<file path="config.mk">
export PLATFORM = sky130hd
export DESIGN_NAME = mem_port_arbiter
export DESIGN_NICKNAME = d
export VERILOG_FILES = /design/src/rtl/mem_arb_pkg.sv /design/src/rtl/mem_port_arbiter_rr_pick2.sv /design/src/rtl/mem_port_arbiter.sv
export SDC_FILE = /design/constraint.sdc
export NUM_CORES = 1
export LEC_CHECK = 0
export ABC_AREA = 1
export CAP_MARGIN = 20
export CORE_MARGIN = 4
export CORE_UTILIZATION = 25
export DETAILED_ROUTE_END_ITERATION = 10
export HOLD_SLACK_MARGIN = 0.08
export PLACE_DENSITY = 0.5
export SYNTH_ARGS = -nofsm -noshare
export SYNTH_HDL_FRONTEND = slang
export SYNTH_SLANG_ARGS = --single-unit
</file>
<file path="constraint.sdc">
create_clock -name clock -period 3.6 [get_ports clock]
set_input_delay 0.72 -clock clock [delete_from_list [all_inputs] [get_ports clock]]
set_output_delay 0.72 -clock clock [all_outputs]
set_load 0.01 [all_outputs]
</file>
<file path="src/rtl/mem_arb_pkg.sv">
// Shared types for the two-client memory port arbiter.
package mem_arb_pkg;

  typedef enum logic [1:0] {IDLE, ACCESS, DONE} arb_state_t;

  typedef logic client_t;

  localparam int CLIENTS = 2;

endpackage

</file>
<file path="src/rtl/mem_port_arbiter_rr_pick2.sv">
// Two-way round-robin picker: lone requester wins, contention goes to the client not served last.
module rr_pick2
  import mem_arb_pkg::*;
(
  input  logic       clock,
  input  logic       reset,
  input  logic [1:0] req,
  input  logic       update,
  output logic       g
);

  logic r_last;

  always_comb begin
    case (req)
      2'b01:   g = 1'b0;
      2'b10:   g = 1'b1;
      2'b11:   g = ~r_last;
      default: g = 1'b0;
    endcase
  end

  // Reset to client 1 so that client 0 wins the first contention.
  always_ff @(posedge clock) begin
    if (reset) begin
      r_last <= 1'b1;
    end else if (update) begin
      r_last <= g;
    end
  end

endmodule

</file>
<file path="src/rtl/mem_port_arbiter.sv">
// Shares one fixed-latency memory port between an I-cache and a D-cache, one access in flight.
module mem_port_arbiter
  import mem_arb_pkg::*;
#(
  parameter int NBITS = 8,
  parameter int NA    = 6,
  parameter int LAT   = 3
) (
  input  logic               clock,
  input  logic               reset,
  input  logic [CLIENTS-1:0] req,
  input  logic [CLIENTS-1:0] we,
  input  logic [NA-1:0]      addr0,
  input  logic [NA-1:0]      addr1,
  input  logic [NBITS-1:0]   wdata0,
  input  logic [NBITS-1:0]   wdata1,
  output logic [NBITS-1:0]   rdata,
  output logic [CLIENTS-1:0] done,
  output logic [NA-1:0]      memAddress,
  output logic [NBITS-1:0]   memWriteData,
  input  logic [NBITS-1:0]   memReadData,
  output logic               memMemWrite
);

  localparam int CW = $clog2(LAT + 1);
  localparam logic [CW-1:0] CNT_LOAD = CW'(LAT - 1);

  arb_state_t    r_state;
  logic [CW-1:0] r_cnt;
  client_t       r_gnt;
  logic          w_start;
  logic          w_g;

  assign w_start = (r_state == IDLE) && (req != 2'b00);

  rr_pick2 u_pick (
    .clock  (clock),
    .reset  (reset),
    .req    (req),
    .update (w_start),
    .g      (w_g)
  );

  always_ff @(posedge clock) begin
    if (reset) begin
      r_state      <= IDLE;
      r_cnt        <= '0;
      r_gnt        <= 1'b0;
      rdata        <= '0;
      done         <= '0;
      memAddress   <= '0;
      memWriteData <= '0;
      memMemWrite  <= 1'b0;
    end else begin
      case (r_state)
        IDLE: begin
          done <= '0;
          if (w_start) begin
            memAddress   <= w_g ? addr1 : addr0;
            memWriteData <= w_g ? wdata1 : wdata0;
            memMemWrite  <= we[w_g];
            r_cnt        <= CNT_LOAD;
            r_gnt        <= w_g;
            r_state      <= ACCESS;
          end
        end
        ACCESS: begin
          // The write strobe doubles as the read/write flag for the access in flight.
          if (r_cnt == '0) begin
            if (!memMemWrite) begin
              rdata <= memReadData;
            end
            memMemWrite <= 1'b0;
            done        <= r_gnt ? 2'b10 : 2'b01;
            r_state     <= DONE;
          end else begin
            r_cnt <= r_cnt - CW'(1);
          end
        end
        DONE: begin
          done    <= '0;
          r_state <= IDLE;
        end
        default: begin
          r_state <= IDLE;
        end
      endcase
    end
  end

endmodule
</file>
==> flow_summary.toml, run 1 <==
[floorplanning]
core-area_mm2 = 0.005921
die_w_um = 86.33
die_y_um = 86.33
row_count = 28
initial_core_util = 0.2591
die_area_mm2 = 0.007453
io_pins = 67

[yosys]
ys_seq_elements = 31
netlist_area_mm2 = 0.001534
synth-simple-area-share = 0.3948
synth_cell_types = 22
synth-xor-area-share = 0
synth_fa_ha_area_frac = 0.008157
synth-seq-area-share = 0.4046
muxShareOfSynthArea = 0
synth-compound-area-share = 0.06199
syn_nets = 272
ys_warn_count = 0
synth_cells = 229
synth_top_family_by_area = "simple AND/OR/NAND/NOR gates"
avgSynthCellArea_um2 = 6.699

[setup_path]
critical_path_class = "in2reg"
cp-end-kind = "flop"
critPathMaxStageDelay_ps = 660
critPathSlowestCell = "nand2_1"
worst_r2r_path_depth = 6
cpMostUsedCell = "nand2_1"
cp_max_fo = 30
reg2reg_from = "r_state[0]$_SDFFE_PP0P_"
required_ps = 3820
crit_arrival_ps = 2390
cp-endpoint = "memWriteData[0]$_SDFFE_PP0P_"
r2r_setup_slack_ps = 2110
startpoint_type = "primary input"
timing.rr.end = "memAddress[2]$_SDFFE_PP0P_"
startpoint = "req[0]"
crit_path_cell_trace = "clkdlybuf4s50_1, nand2_1, nand2_1, nand2_1, nand2_2, nor2_2, nor2_1"

[status]
status = "finished, final reports clean"

[global_route]
grt_usage = 0.09844
grt_max_degree = 31
grt_pass1_wl_um = 5865
antenna_found_initial = 0
grt_overflow_total = 0
grt_pass1_vias = 1321

[detailed_routing]
drt-vias-per-instance = 3.935
drc = 0
drt-total-wl_um = 3568
wire_per_inst_um = 9.696
drt_iter0_drc = 47
final_antenna_net_count = 0
dr.pass1.iters = 4
vias = 1448

[placed_design]
dp_hpwl_um = 2594
gp_congestion = 0.6850
portBuffers = 66

[final_layout]
antenna_cells = 0
nets = 335
synthToLayoutAreaGrowth_pct = 51.55
drive_gt1_frac = 0.09556

[timing]
drv_slew = 0
tightestPinTransition_ps = 896.0
tns_ps = 0
skew_ps = 7.826
hold_viol_final = 0
rsz0062_at_grt = "no"
final-setup-viol-count = 0
maxSlewHeadroom = 0.4013
hold_ws_ps = 449.9
post-route-min-period_ps = 2170
clock.fmax_mhz = 460.9
finalCritPeriodShare = 0.6027

[power]
power_density_mw_per_mm2 = 450.8
ir_worst_vdd_v = 0.0001368
leakagePower_nw = 1.068

[cts]
htree_levels = 2
cts_hold_buf = 0
cts_root_buffer = "clkbuf_8"
cts_setup_buffers = 0
clockBufferDepth = 2
cts_tree = "done"
cts.sinks = 31
cts_buffers = 5
clkTransAtPathRegs_ps = 70
cts-resized-gates = 0
clock_latency_ps = 280

[min_path]
hold_class = "reg2reg"
hp-start = "done[0]$_SDFFE_PP0P_"

[run]
drv_cap = 0
==> power breakdown <==
group	internal [mW]	switching, mW	total [mW]	leakage [nW]
Clock	0.224	0.128	0.352	0.0612
Sequential	0.386	0.0250	0.411	0.256
Combinational	0.148	0.138	0.286	0.751
Total	0.758	0.290	1.05	1.07
==> synth_stat cells (all sizes together) <==
master | n | area (um2)
a21oi | 5 | 25.02
buf | 9 | 77.57
clkbuf | 1 | 3.750
dfxtp | 31 | 620.6
ha | 1 | 12.51
inv | 31 | 118.9
nand2 | 60 | 247.7
nand3 | 5 | 37.54
nand4 | 4 | 25.02
nor2 | 68 | 295.3
o21ai | 14 | 70.07
==> sequential cells by signal, summed over array words and instances (netlist names) <==
signal	cells
memWriteData	8
u_pick.r_last	1
done	2
rdata	8
memMemWrite	1
r_state	2
memAddress	6
r_gnt	1
r_cnt	2
==> how the worst min path moves through the flow <==
stage / endpoint / slack, ps / depth (start not counted)
2_1_floorplan: r_cnt[1]$_SDFFE_PP0P_ / 440 / 2
3_3_place_gp: done[0]$_SDFFE_PP0P_ / 440 / 2
3_5_place_dp: done[0]$_SDFFE_PP0P_ / 450 / 2
4_1_cts: done[0]$_SDFFE_PP0P_ / 450 / 2
5_1_grt: done[0]$_SDFFE_PP0P_ / 460 / 2
6_report: done[0]$_SDFFE_PP0P_ / 450 / 2
==> layout by cell type, fill, tap and decap left out, drive strengths merged <==
cell type	Yosys	routed
nand2	60	60
nand3	5	5
bufinv	0	1
o21ai	14	14
nand4	4	4
clkinv	0	1
inv	31	31
nor2	68	68
ha	1	1
dfxtp	31	31
clkdlybuf4s50	0	66
a21oi	5	5
clkbuf	1	6
==> through the flow <==
step	setup WS, ps	utilization	area, um2	power [mW]	std cells
after detailed placement	1078	0.3728	2207	0.7097	360
after global routing	1188	0.3926	2325	1.125	368
after global placement	1118	0.3728	2207	0.7103	360
final	1430	0.3926	2325	1.048	368
after CTS	1383	0.3926	2325	1.071	368
after floorplan	2221	-	1534	0.5871	229
==> final cells by class <==
type / count / area, um2
clock buffer: 6 / 82.58
multi-input combinational: 157 / 713.2
timing repair buffer: 66 / 660.6
sequential: 31 / 620.6
clock inverter: 2 / 35.03
inverter: 31 / 118.9
fill: 656 / 3596
tap: 75 / 93.84
==> layer usage <==
layer / part of all wire / track usage / vias up / routed length [um]
met5: 0 / 0 / - / 0
met4: 0.013 / 0.02975 / 0 / 46
met3: 0.14 / 0.06559 / 5 / 513
met2: 0.41 / 0.1544 / 50 / 1449
met1: 0.44 / 0.1081 / 583 / 1559
li1: - / - / 810 / -
==> critical path: cells and delay by family <==
family / cells / cell delay [ps]
simple gates: 6 / 1110
buf+inv: 1 / 540
==> cell families after synthesis <==
family,after synthesis
buffers and inverters,41
DFF,31
adders and majority gates,1
AOI/OAI and AO/OA,19
and+or+nand+nor,137
Power figures use the tool's default switching activity.
==> run 2: changes to the inputs <==
==> constraint.sdc (replaced) <==
create_clock -name clock -period 2.05 [get_ports clock]
set_input_delay 0.41 -clock clock [delete_from_list [all_inputs] [get_ports clock]]
set_output_delay 0.41 -clock clock [all_outputs]
set_load 0.01 [all_outputs]
==> run 2 against run 1 <==
  * Core utilization increased by 0.93 points
  * Sequential share of layout area down 0.62 points
  * Clock power grew 74%
  * First-iteration DRC count unchanged
  * Largest power group unchanged
  * Highest routed layer unchanged
==> flow_summary.toml, run 2 (same netlist as run 1, synthesis figures left out) <==
[status]
status = "finished, final reports clean"

[placed_design]
dp.cells = 364
place_ws_ps = 351.1
placed_area_mm2 = 0.002262
portBuffers = 66
gp_congestion = 0.7177
dp_hpwl_um = 2678

[floorplanning]
die_w_um = 86.33
core-area_mm2 = 0.005921
die_area_mm2 = 0.007453
die_y_um = 86.33
row_count = 28
io_pins = 67
initial_core_util = 0.2591

[timing]
final-setup-viol-count = 0
setup_ws_ps = 404.6
hold_viol_final = 0
tightestPinTransition_ps = 409.5
skew_ps = 5.092
maxSlewHeadroom = 0.7266
tns_ps = 0
clock.fmax_mhz = 607.8
drv_slew = 0
post-route-min-period_ps = 1645
hold_ws_ps = 452.9
rsz0062_at_grt = "no"
finalCritPeriodShare = 0.8026

[setup_path]
crit_path_cell_trace = "clkdlybuf4s50_1"
critPathSlowestCell = "clkdlybuf4s50_1"
required_ps = 1640
cp_max_fo = 3
crit_arrival_ps = 1240
cp_num_buf_inv = 1
cp-end-kind = "output pin"
startpoint_type = "flop"
critical_path_class = "reg2out"
critPathMaxStageDelay_ps = 570
path_delay_family = "buffers and inverters"

[final_layout]
fin_util = 0.4019
mostFrequentLayoutCells = "clkdlybuf4s50_1 (66), nor2_1 (58), nand2_1 (53), dfxtp_1 (31), inv_1 (29)"
layout.cells.non_filler = 372
nets = 339
largest_registers = "memWriteData (8), rdata (8), memAddress (6)"
final_common_cell = "clkdlybuf4s50_1"
drive_gt1_frac = 0.1077
antenna_cells = 0
synthToLayoutAreaGrowth_pct = 55.14
final_area_mm2 = 0.002380

[detailed_routing]
drt-vias-per-instance = 3.968
dr.pass1.iters = 4
drt_iter0_drc = 47
vias = 1476
drc = 0
final_antenna_net_count = 0
wire_per_inst_um = 9.685
drt-total-wl_um = 3603

[global_route]
grt_pass1_vias = 1447
grt_usage = 0.1065
grt_pass1_wl_um = 6396
antenna_found_initial = 0
grt_max_degree = 31
grt_overflow_total = 0

[cts]
cts_tree = "done"
cts.sinks = 31
clockBufferDepth = 2
cts_buffers = 5
clkTransAtPathRegs_ps = 60
cts_root_buffer = "clkbuf_8"
cts_setup_buffers = 0
htree_levels = 2
cts-resized-gates = 0
cts_hold_buf = 0
clock_latency_ps = 280

[power]
power_density_mw_per_mm2 = 783.2
leakagePower_nw = 1.097
ir_worst_vdd_v = 0.0003234
p_total_mw = 1.864

[run]
drv_cap = 0

[min_path]
hold_class = "reg2reg"
[run 2: power breakdown]
part | switching, mW | internal (mW)
combinational | 0.247 | 0.280
sequential | 0.0449 | 0.678
clock | 0.221 | 0.393
[run 2: final timing paths]
path	startpoint	to	slack, ps	cells after the start
setup / recovery	memMemWrite$_SDFFE_PP0P_	memMemWrite	400	1
hold / removal	done[0]$_SDFFE_PP0P_	done[0]$_SDFFE_PP0P_	450	2
setup reg to reg	r_cnt[0]$_SDFFE_PP0P_	rdata[2]$_SDFFE_PP0P_	710	7
hold reg to reg	done[0]$_SDFFE_PP0P_	done[0]$_SDFFE_PP0P_	450	2
[run 2: final cells by class]
cell class / count / area [um2]
inverters: 31 / 118.9
clock inverters: 2 / 35.03
well taps: 75 / 93.84
repair buffers: 70 / 715.7
multi-input cells: 157 / 713.2
flip-flops and latches: 31 / 620.6
clock buffers: 6 / 82.58
fillers: 617 / 3541
[run 2: per-layer routing]
layer | GRT usage | vias to the layer above | wire length [um] | share of wire
met4 | 0.03399 | 0 | 19 | 0.0053
li1 | - | 820 | - | -
met1 | 0.1230 | 604 | 1586 | 0.44
met3 | 0.06464 | 2 | 467 | 0.13
met5 | 0 | - | 0 | 0
met2 | 0.1634 | 50 | 1530 | 0.42
